==> src/rtl/uart_tx.sv <==
// UART transmitter: byte FIFO (or single holding register) feeding a
// start/data/parity/stop serializer paced by an OSR-times-baud tick enable.
//
//   state  | meaning
//   IDLE   | line high; pops the next byte on a tick when storage is non-empty
//   START  | start bit (low) for OSR ticks
//   DATA   | 5..8 data bits, LSB first, OSR ticks each
//   PARITY | optional parity bit, OSR ticks
//   STOP   | line high; 1, 1.5 or 2 bit periods including the popping IDLE tick
module uart_tx #(
   parameter int FIFO_DEPTH = 16,
   parameter int OSR        = 16
) (
   input  logic                          apb_clk_in,
   input  logic                          apb_rst_in,
   input  logic                          bclk_in,
   input  logic [7:0]                    thr_in,
   input  logic                          thr_wr_in,
   input  logic                          fifoen_in,
   input  logic                          txclr_in,
   input  logic                          utrst_in,
   input  logic [1:0]                    wls_in,
   input  logic                          stb_in,
   input  logic                          pen_in,
   input  logic                          eps_in,
   input  logic                          sp_in,
   input  logic                          bc_in,
   output logic                          uart_txd_out,
   output logic                          thre_out,
   output logic                          temt_out,
   output logic [$clog2(FIFO_DEPTH):0]   tx_level_out,
   output logic                          tx_ovf_out
);

   localparam int PW = $clog2(FIFO_DEPTH);
   localparam int LW = PW + 1;
   localparam int TW = $clog2(2 * OSR);
   localparam logic [TW-1:0] BIT_LOAD    = TW'(OSR - 1);
   localparam logic [TW-1:0] STOP1_LOAD  = TW'(OSR - 2);
   localparam logic [TW-1:0] STOP15_LOAD = TW'((OSR * 3) / 2 - 2);
   localparam logic [TW-1:0] STOP2_LOAD  = TW'(2 * OSR - 2);

   typedef enum logic [2:0] {IDLE, START, DATA, PARITY, STOP} state_t;

   state_t          state, state_n;
   logic [TW-1:0]   tick, tick_n, stop_load;
   logic [2:0]      bit_cnt, bit_n;
   logic [7:0]      shifter, shifter_n;
   logic            par_q, par_n, pen_q, pen_n, stb_q, stb_n, line_n;
   logic [1:0]      wls_q, wls_n;

   logic [7:0]      mem [FIFO_DEPTH];
   logic [PW-1:0]   wr_ptr, rd_ptr;
   logic [LW-1:0]   level, level_n, cap;
   logic            fifoen_q, clear, full, pop, push, ovf_next;
   logic [7:0]      head, mask, head_m;
   logic            par_calc;

   // A mode change flushes storage exactly like an explicit clear.
   assign clear    = txclr_in | (fifoen_in != fifoen_q) | ~utrst_in;
   assign cap      = fifoen_in ? LW'(FIFO_DEPTH) : LW'(1);
   assign full     = (level >= cap);
   assign pop      = (state == IDLE) && bclk_in && (level != '0) && !clear;
   assign push     = thr_wr_in && !clear && (!full || pop);
   assign ovf_next = thr_wr_in && !clear && full && !pop;
   assign head     = mem[rd_ptr];
   assign tx_level_out = level;

   always_comb begin
      level_n = level;
      if (clear)
         level_n = '0;
      else if (push && !pop)
         level_n = level + 1'b1;
      else if (pop && !push)
         level_n = level - 1'b1;
   end

   always_ff @(posedge apb_clk_in) begin
      if (apb_rst_in) begin
         wr_ptr     <= '0;
         rd_ptr     <= '0;
         level      <= '0;
         tx_ovf_out <= 1'b0;
         fifoen_q   <= fifoen_in;
      end else begin
         fifoen_q   <= fifoen_in;
         tx_ovf_out <= ovf_next;
         level      <= level_n;
         if (clear) begin
            wr_ptr <= '0;
            rd_ptr <= '0;
         end else begin
            if (push) wr_ptr <= wr_ptr + 1'b1;
            if (pop)  rd_ptr <= rd_ptr + 1'b1;
         end
      end
   end

   always_ff @(posedge apb_clk_in) begin
      if (push) mem[wr_ptr] <= thr_in;
   end

   always_comb begin
      case (wls_in)
         2'b00:   mask = 8'h1F;
         2'b01:   mask = 8'h3F;
         2'b10:   mask = 8'h7F;
         default: mask = 8'hFF;
      endcase
      head_m   = head & mask;
      par_calc = sp_in ? ~eps_in : (eps_in ? ^head_m : ~^head_m);
   end

   // STOP runs one tick short; the IDLE tick that pops the next byte completes it.
   always_comb begin
      if (!stb_q)
         stop_load = STOP1_LOAD;
      else if (wls_q == 2'b00)
         stop_load = STOP15_LOAD;
      else
         stop_load = STOP2_LOAD;
   end

   always_comb begin
      state_n   = state;
      tick_n    = tick;
      bit_n     = bit_cnt;
      shifter_n = shifter;
      par_n     = par_q;
      wls_n     = wls_q;
      pen_n     = pen_q;
      stb_n     = stb_q;
      if (!utrst_in) begin
         state_n   = IDLE;
         tick_n    = '0;
         bit_n     = '0;
         shifter_n = '0;
      end else if (bclk_in) begin
         case (state)
            IDLE: begin
               if (pop) begin
                  state_n   = START;
                  tick_n    = BIT_LOAD;
                  bit_n     = '0;
                  shifter_n = head;
                  wls_n     = wls_in;
                  pen_n     = pen_in;
                  stb_n     = stb_in;
                  par_n     = par_calc;
               end
            end
            START: begin
               if (tick == '0) begin
                  state_n = DATA;
                  tick_n  = BIT_LOAD;
               end else
                  tick_n = tick - 1'b1;
            end
            DATA: begin
               if (tick == '0) begin
                  shifter_n = {1'b0, shifter[7:1]};
                  bit_n     = bit_cnt + 1'b1;
                  tick_n    = BIT_LOAD;
                  if (bit_cnt == {1'b1, wls_q}) begin
                     state_n = pen_q ? PARITY : STOP;
                     tick_n  = pen_q ? BIT_LOAD : stop_load;
                  end
               end else
                  tick_n = tick - 1'b1;
            end
            PARITY: begin
               if (tick == '0) begin
                  state_n = STOP;
                  tick_n  = stop_load;
               end else
                  tick_n = tick - 1'b1;
            end
            STOP: begin
               if (tick == '0) begin
                  state_n = IDLE;
                  tick_n  = '0;
               end else
                  tick_n = tick - 1'b1;
            end
            default: begin
               state_n = IDLE;
               tick_n  = '0;
            end
         endcase
      end
   end

   always_comb begin
      case (state_n)
         START:   line_n = 1'b0;
         DATA:    line_n = shifter_n[0];
         PARITY:  line_n = par_n;
         default: line_n = 1'b1;
      endcase
   end

   always_ff @(posedge apb_clk_in) begin
      if (apb_rst_in) begin
         state        <= IDLE;
         tick         <= '0;
         bit_cnt      <= '0;
         shifter      <= '0;
         par_q        <= 1'b0;
         wls_q        <= 2'b00;
         pen_q        <= 1'b0;
         stb_q        <= 1'b0;
         uart_txd_out <= 1'b1;
         thre_out     <= 1'b1;
         temt_out     <= 1'b1;
      end else begin
         state        <= state_n;
         tick         <= tick_n;
         bit_cnt      <= bit_n;
         shifter      <= shifter_n;
         par_q        <= par_n;
         wls_q        <= wls_n;
         pen_q        <= pen_n;
         stb_q        <= stb_n;
         uart_txd_out <= bc_in ? 1'b0 : line_n;
         thre_out     <= (level_n == '0);
         temt_out     <= (level_n == '0) && (state_n == IDLE);
      end
   end

endmodule
==> config.mk <==
export PLATFORM = sky130hd
export DESIGN_NAME = uart_tx
export DESIGN_NICKNAME = d
export VERILOG_FILES = /design/src/rtl/uart_tx.sv
export SDC_FILE = /design/constraint.sdc
export NUM_CORES = 1
export LEC_CHECK = 0
export ABC_CLOCK_PERIOD_IN_PS = 2740
export BUFFER_PORTS_ARGS = -buffer_cell sky130_fd_sc_hd__buf_2
export CAP_MARGIN = 20
export CORE_ASPECT_RATIO = 0.8
export CORE_UTILIZATION = 55
export CTS_CLUSTER_DIAMETER = 100
export DETAILED_ROUTE_END_ITERATION = 16
export GPL_TIMING_DRIVEN = 0
export MAX_ROUTING_LAYER = met4
export PLACE_DENSITY_LB_ADDON = 0.25
export SYNTH_ARGS = -nofsm -noshare
export SYNTH_HDL_FRONTEND = slang
export SYNTH_SLANG_ARGS = --single-unit
==> constraint.sdc <==
create_clock -name apb_clk_in -period 2.74 [get_ports apb_clk_in]
set_input_delay 0.137 -clock apb_clk_in [delete_from_list [all_inputs] [get_ports apb_clk_in]]
set_output_delay 0.137 -clock apb_clk_in [all_outputs]
set_load 0.1 [all_outputs]
After elaboration in Yosys (flattened, before gate mapping)

Memory sizes are Yosys's and may differ from the RTL's. A register that Yosys moved wholly into a read port is not among the register bits.
Index checks and enable logic that the tools add are counted.

Order comparisons: 1
Muxes and demuxes: 45
Equal/unequal tests: 13
Reductions and logical operators: 30
Bitwise operators: 5
Add/sub/neg operators: 6

Operators by type and width:

| kind                | count |
|---|---|
| $mux 5              | 12 |
| $mux 3              | 11 |
| $pmux 5 s5          | 1 |
| $pmux 8 s3          | 1 |
| $mux 8              | 2 |
| $pmux 8 s2          | 1 |
| $pmux 3 s5          | 1 |
| $eq 3x2->1 const B  | 4 |
| $mux 4              | 3 |
| $mux 1              | 11 |
| $logic_and 1x1->1   | 10 |
| $logic_not 5->1     | 2 |
| $sub 5x1->5 const B | 2 |
| $add 4x1->4 const B | 2 |
| $and 8x8->8         | 1 |
| $reduce_and 4->1    | 2 |
| $reduce_xnor 8->1   | 1 |
| $reduce_xor 8->1    | 1 |
| $eq 3x1->1 const B  | 2 |
| $logic_not 3->1     | 2 |
| $pmux 3 s2          | 1 |
| $add 5x1->5 const B | 1 |
| $ge 5x5->1          | 1 |
| $reduce_bool 5->1   | 1 |
| 16 further kinds    | 24 |

RAM bits: 128
Memories kept: 1
Bits of input ports: 22
Output and inout bits: 9
Register bits: 42

Memories:

| name | words | width | read ports | clocked after memory_dff | wr ports | line | RTL |
|---|---|---|---|---|---|---|---|
| mem  | 16    | 8     | 1          | 1                        | 1        | 52   | `logic [7:0] mem [FIFO_DEPTH];` |

Depth between registers and ports, before layout

Word-level depth: 14
Gate-level depth with buffers: 12
Gate-level depth less buffers: 11

Worst setup path after synthesis

No wires, ideal clock.

Kind: register -> register
Start point: reg level[0] (netlist: tx_level_out[0])
End point: mem mem[3][0] (enable)
Clock period less this slack: 3957 ps
Path slack: -1217 ps
Stages on the path, launching flop included: 9
Data required time: 2357 ps
Library setup time: 383 ps
Buffers on the path: 0
Data arrival time: 3573 ps
Cell sequence: dfxtp_1 -> inv_1 -> ha_1 -> nor4b_1 -> nor4_1 -> nor2_1 -> nor3_1 -> nand2_1 -> nor3_1

Longest elaborated chain between the ends: 7
Elaborated cells on any way between the ends: 9
Those cells by class: order compare: 1; mux: 2; reduce/logical: 6

Ends and longest elaborated chain:

| element                                            | line | RTL |
|---|---|---|
| start: declaration                                 | 54   | `logic [LW-1:0] level, level_n, cap;` |
| start signal: assignment                           | 89   | `level <= level_n;` |
| branches (longest 3 deep; another with $ge 5x5->1) | n/a  |  |
| $logic_or 1x1->1 *                                 | 64   | `assign push = thr_wr_in && !clear && (!full \|\| pop);` |
| $logic_and 1x1->1 *                                | 64   |  |
| $mux 1 *                                           | 101  | `if (push) mem[wr_ptr] <= thr_in;` |
| $mux 1 (not written as such) *                     | 101  |  |
| end: declaration                                   | 52   |  |

Mark *: on every way between the ends.

==> impl_metrics.csv <==
group,metric,value,unit
critical_path,cp.arrival,3530,ps
run_status,violations,"negative setup slack",
clock_network,cts_tree,"built",
clock_network,clock_latency,430,ps
final_layout,nets,630,
power,p_clk_frac,0.425,
floorplan,die_x,132,µm
power,switching_share,0.220,
worst_hold_path,hold_path.class,"input pin to flop",
synthesis,syn-cell-area,7430,µm²
routing,viasPerCell,6.03,
sta,slew-limit-headroom,0.498,
critical_path,startpoint_type,"flop",
sta,slew_violations,0,
power,intPower,4.05,mW
floorplan,ios,31,
synthesis,yosysWarnings,0,
power,power_frac_comb,0.031,
critical_path,crit_top_cell,"buf_12",
critical_path,worst-path-buf-inv,4,
grt,grt_max_degree,17,
floorplan,start_util,0.571,
synthesis,synth-seq-cells,174,
grt,grt_antenna_before_repair,0,
grt,grt_pass1_vias,4557,
critical_path,slowest_stage,"mux4_2",
power,seqPwrFrac,0.545,
synthesis,synth.top_cell.area_share,0.517,
floorplan,die_area,14000,µm²
routing,drt_pass1_iterations,5,
clock_network,cts_sinks,174,
worst_hold_path,holdPathEnd,"uart_txd_out",
synthesis,synth_common_cells,"128 x edfxtp_1, 56 x nor2_1, 46 x dfxtp_1, 42 x nand2_1, 30 x mux4_2",
placed_design,dpl.hpwl,10200,µm
placed_design,gp_congestion,0.848,
synthesis,synth_edf_count,128,
final_layout,fill_cells,831,
critical_path,r2r-end,"uart_txd_out",
synthesis,ys.flop_type,"edfxtp_1",
critical_path,cp_num_cells,13,
critical_path,ff2ff_setup_slack,-410,ps
power,leakagePower,2.93,nW
synthesis,async_flop_share,0,
floorplan,design.core.area,13000,µm²
final_layout,final_area,9030,µm²
power,cellPowerDensity,575,nW/µm²
synthesis,synth_most_common_cell,"edfxtp_1",
sta,finalCriticalPeriod,3150,ps
clock_network,h-tree-depth,4,
routing,ant_nets,0,
sta,worst_slew_pin_slew,753,ps
synthesis,ys_types,57,
routing,drc,0,
critical_path,critical_path_peak_fanout,5,
critical_path,critPathKind,"flop to flop",
floorplan,fp-row-count,37,
power,power_switching,1.14,mW
synthesis,synth_top_area_cell,"edfxtp_1",
power,peakVddDrop,0.000501,V
clock_network,cts_buffer_depth,2,
synthesis,yosysSeqAreaShare,0.641,
final_layout,layout-drive-gt1-share,0.295,
critical_path,crit_chain,"buf_6 -> buf_12 -> buf_12 -> buf_12 -> mux4_2 -> a22oi_2 -> nand3_2 -> or2_1 -> o32a_1 -> and3_4 -> o31a_1 -> o311ai_1 -> a21o_1",
clock_network,cts.clk_slew.worst_paths,70,ps
grt,overflow,0,
flow_run,drv_cap,0,
synthesis,synth_cells,522,
sta,rsz0062_at_grt,"yes",
sta,final-setup-viol-count,2,
run_status,outcome,"finished, violations left",
critical_path,critical-path-max-stage-delay,510,ps
critical_path,crit_required,3120,ps
worst_hold_path,holdPathStages,3,
critical_path,end_kind,"flop",
sta,fin_crit_sh,1.15,
routing,first_iter_violations,615,
worst_hold_path,min_from,"bc_in",
final_layout,diodes,0,
grt,grt_pass1_wl,25000,µm
floorplan,fp.dieH,106,µm
synthesis,synthTopCellsByArea,"edfxtp_1 52%, dfxtp_1 12%, mux4_2 9.1%",
routing,vias,4714,
routing,wire_per_inst,20.8,µm
synthesis,syn_nets,557,
placed_design,post_dp_cell_area,7880,µm²
grt,grt_use_total,0.255,
final_layout,seq_area,4780,µm²
placed_design,io_buffers,29,
final_layout,area_growth,21.5,%
clock_network,cts-buffers-inserted,17,
sta,fin_skew,11.0,ps
sta,hold_viol,0,
critical_path,crit_family,"compound AO/OA/AOI/OAI gates",
sta,setup_tns,-760,ps
clock_network,ctsRootBufferMaster,"clkbuf_16",
sta,fin_ws,-407,ps
synthesis,syn_avg_cell_area,14.2,µm²
critical_path,ff2ff_path_depth,13,
final_layout,multi_input_area,2770,µm²
sta,max_freq,318,MHz
routing,wirelength,16300,µm
metal layers:
layer | global-route usage | vias to the layer above | wire length [µm]
met4 | 0.0855 | 0 | 286
met2 | 0.368 | 190 | 7600
met1 | 0.351 | 2344 | 7160
met5 | - | - | 0
li1 | - | 2152 | -
met3 | 0.0715 | 28 | 1250
stage by stage:
stage           util  hold slack (ps)  setup slack [ps]  power (mW)  cells
4_1_cts        0.685             20.3              -317        5.19    779
6_report       0.694             7.39              -407        5.19    782
2_1_floorplan      -              165             -48.2        2.96    522
5_1_grt        0.694             12.4              -475        5.33    782
3_3_place_gp   0.606              281              -602        3.01    726
3_5_place_dp   0.606              281              -647        3.02    726
kinds of logic (layout without fill, tap and decap cells):
family                   count (synthesis)  in the layout  synth area share
AND/OR/NAND/NOR                        165            165             0.103
multiplexers                            39             39             0.114
XOR/XNOR                                21             21            0.0276
buffers and inverters                   42            127            0.0279
adder cells (fa/ha/maj)                 13             13            0.0219
AO/OA/AOI/OAI                           68             68            0.0645
flip-flops                             174            174             0.641
state kept, by name, indices dropped and copies added (netlist names), named ones only:
signal	cells
bit_cnt	3
rd_ptr	4
wls_q	2
tx_ovf_out	1
wr_ptr	4
fifoen_q	1
mem	128
pen_q	1
state	3
thre_out	1
shifter	8
par_q	1
uart_txd_out	1
stb_q	1
tick	5
temt_out	1
tx_level_out	5
power groups by stage:
stage	clock network [mW]	logic, mW	registers [mW]
after global routing	2.33	0.172	2.83
final	2.21	0.160	2.83
after detailed placement	0	0.132	2.89
after CTS	2.22	0.150	2.83
after floorplan	0	0.0598	2.90
after global placement	0	0.127	2.88
worst max-delay path by stage:
stage,startpoint,to,slack (ps)
2_1_floorplan,flop,uart_txd_out,-50
4_1_cts,flop,uart_txd_out,-320
3_3_place_gp,flop,uart_txd_out,-600
3_5_place_dp,flop,uart_txd_out,-650
5_1_grt,flop,par_q,-470
6_report,flop,uart_txd_out,-410
cell type report:
type	count	area share
Buffer	24	0.0182
Clock buffer	17	0.0471
Clock inverter	14	0.0122
Inverter	15	0.00651
Multi-Input combinational cell	306	0.307
Sequential cell	174	0.530
Tap cell	175	0.0243
Timing Repair Buffer	57	0.0554
cell usage in the layout (no fill, tap or decap), types with 5 or more instances in the layout:
master	instances
and2_1	5
nor2b_1	5
buf_2	29
mux4_2	30
nor2_1	41
nor2_4	14
nand3_1	10
mux4_1	5
edfxtp_1	128
nor3_1	13
dfxtp_1	39
clkbuf_1	14
buf_4	15
nand2_1	37
nor3_4	5
ha_1	13
clkbuf_16	17
a21oi_1	16
nand2b_1	5
buf_12	12
inv_6	5
xor2_1	8
a221oi_1	8
inv_1	13
nand2_2	5
o21ai_0	6
nand3_2	5
xnor2_1	10
dlygate4sd3_1	5
worst reg2reg max path, cell delays in order, from the launching register on:
cell and delay (ps):
dfxtp_2 330, buf_6 130, buf_12 140, buf_12 110, buf_12 120, mux4_2 520
a22oi_2 180, nand3_2 140, or2_1 240, o32a_1 360, and3_4 190, o31a_1 250
o311ai_1 240, a21o_1 150
repair_timing:
| action | CTS | global route |
|---|---|---|
| pin swaps | 12 | 5 |
| gates resized for setup | 41 | 18 |
| cloned | 1 | 0 |
| endpoints found under the setup margin | 141 | 122 |
| hold buffers | 5 | 0 |
| setup buffers | 17 | 5 |
| endpoints found under the hold margin | 5 | 0 |
Note: power is estimated with default switching activity, not from simulation.
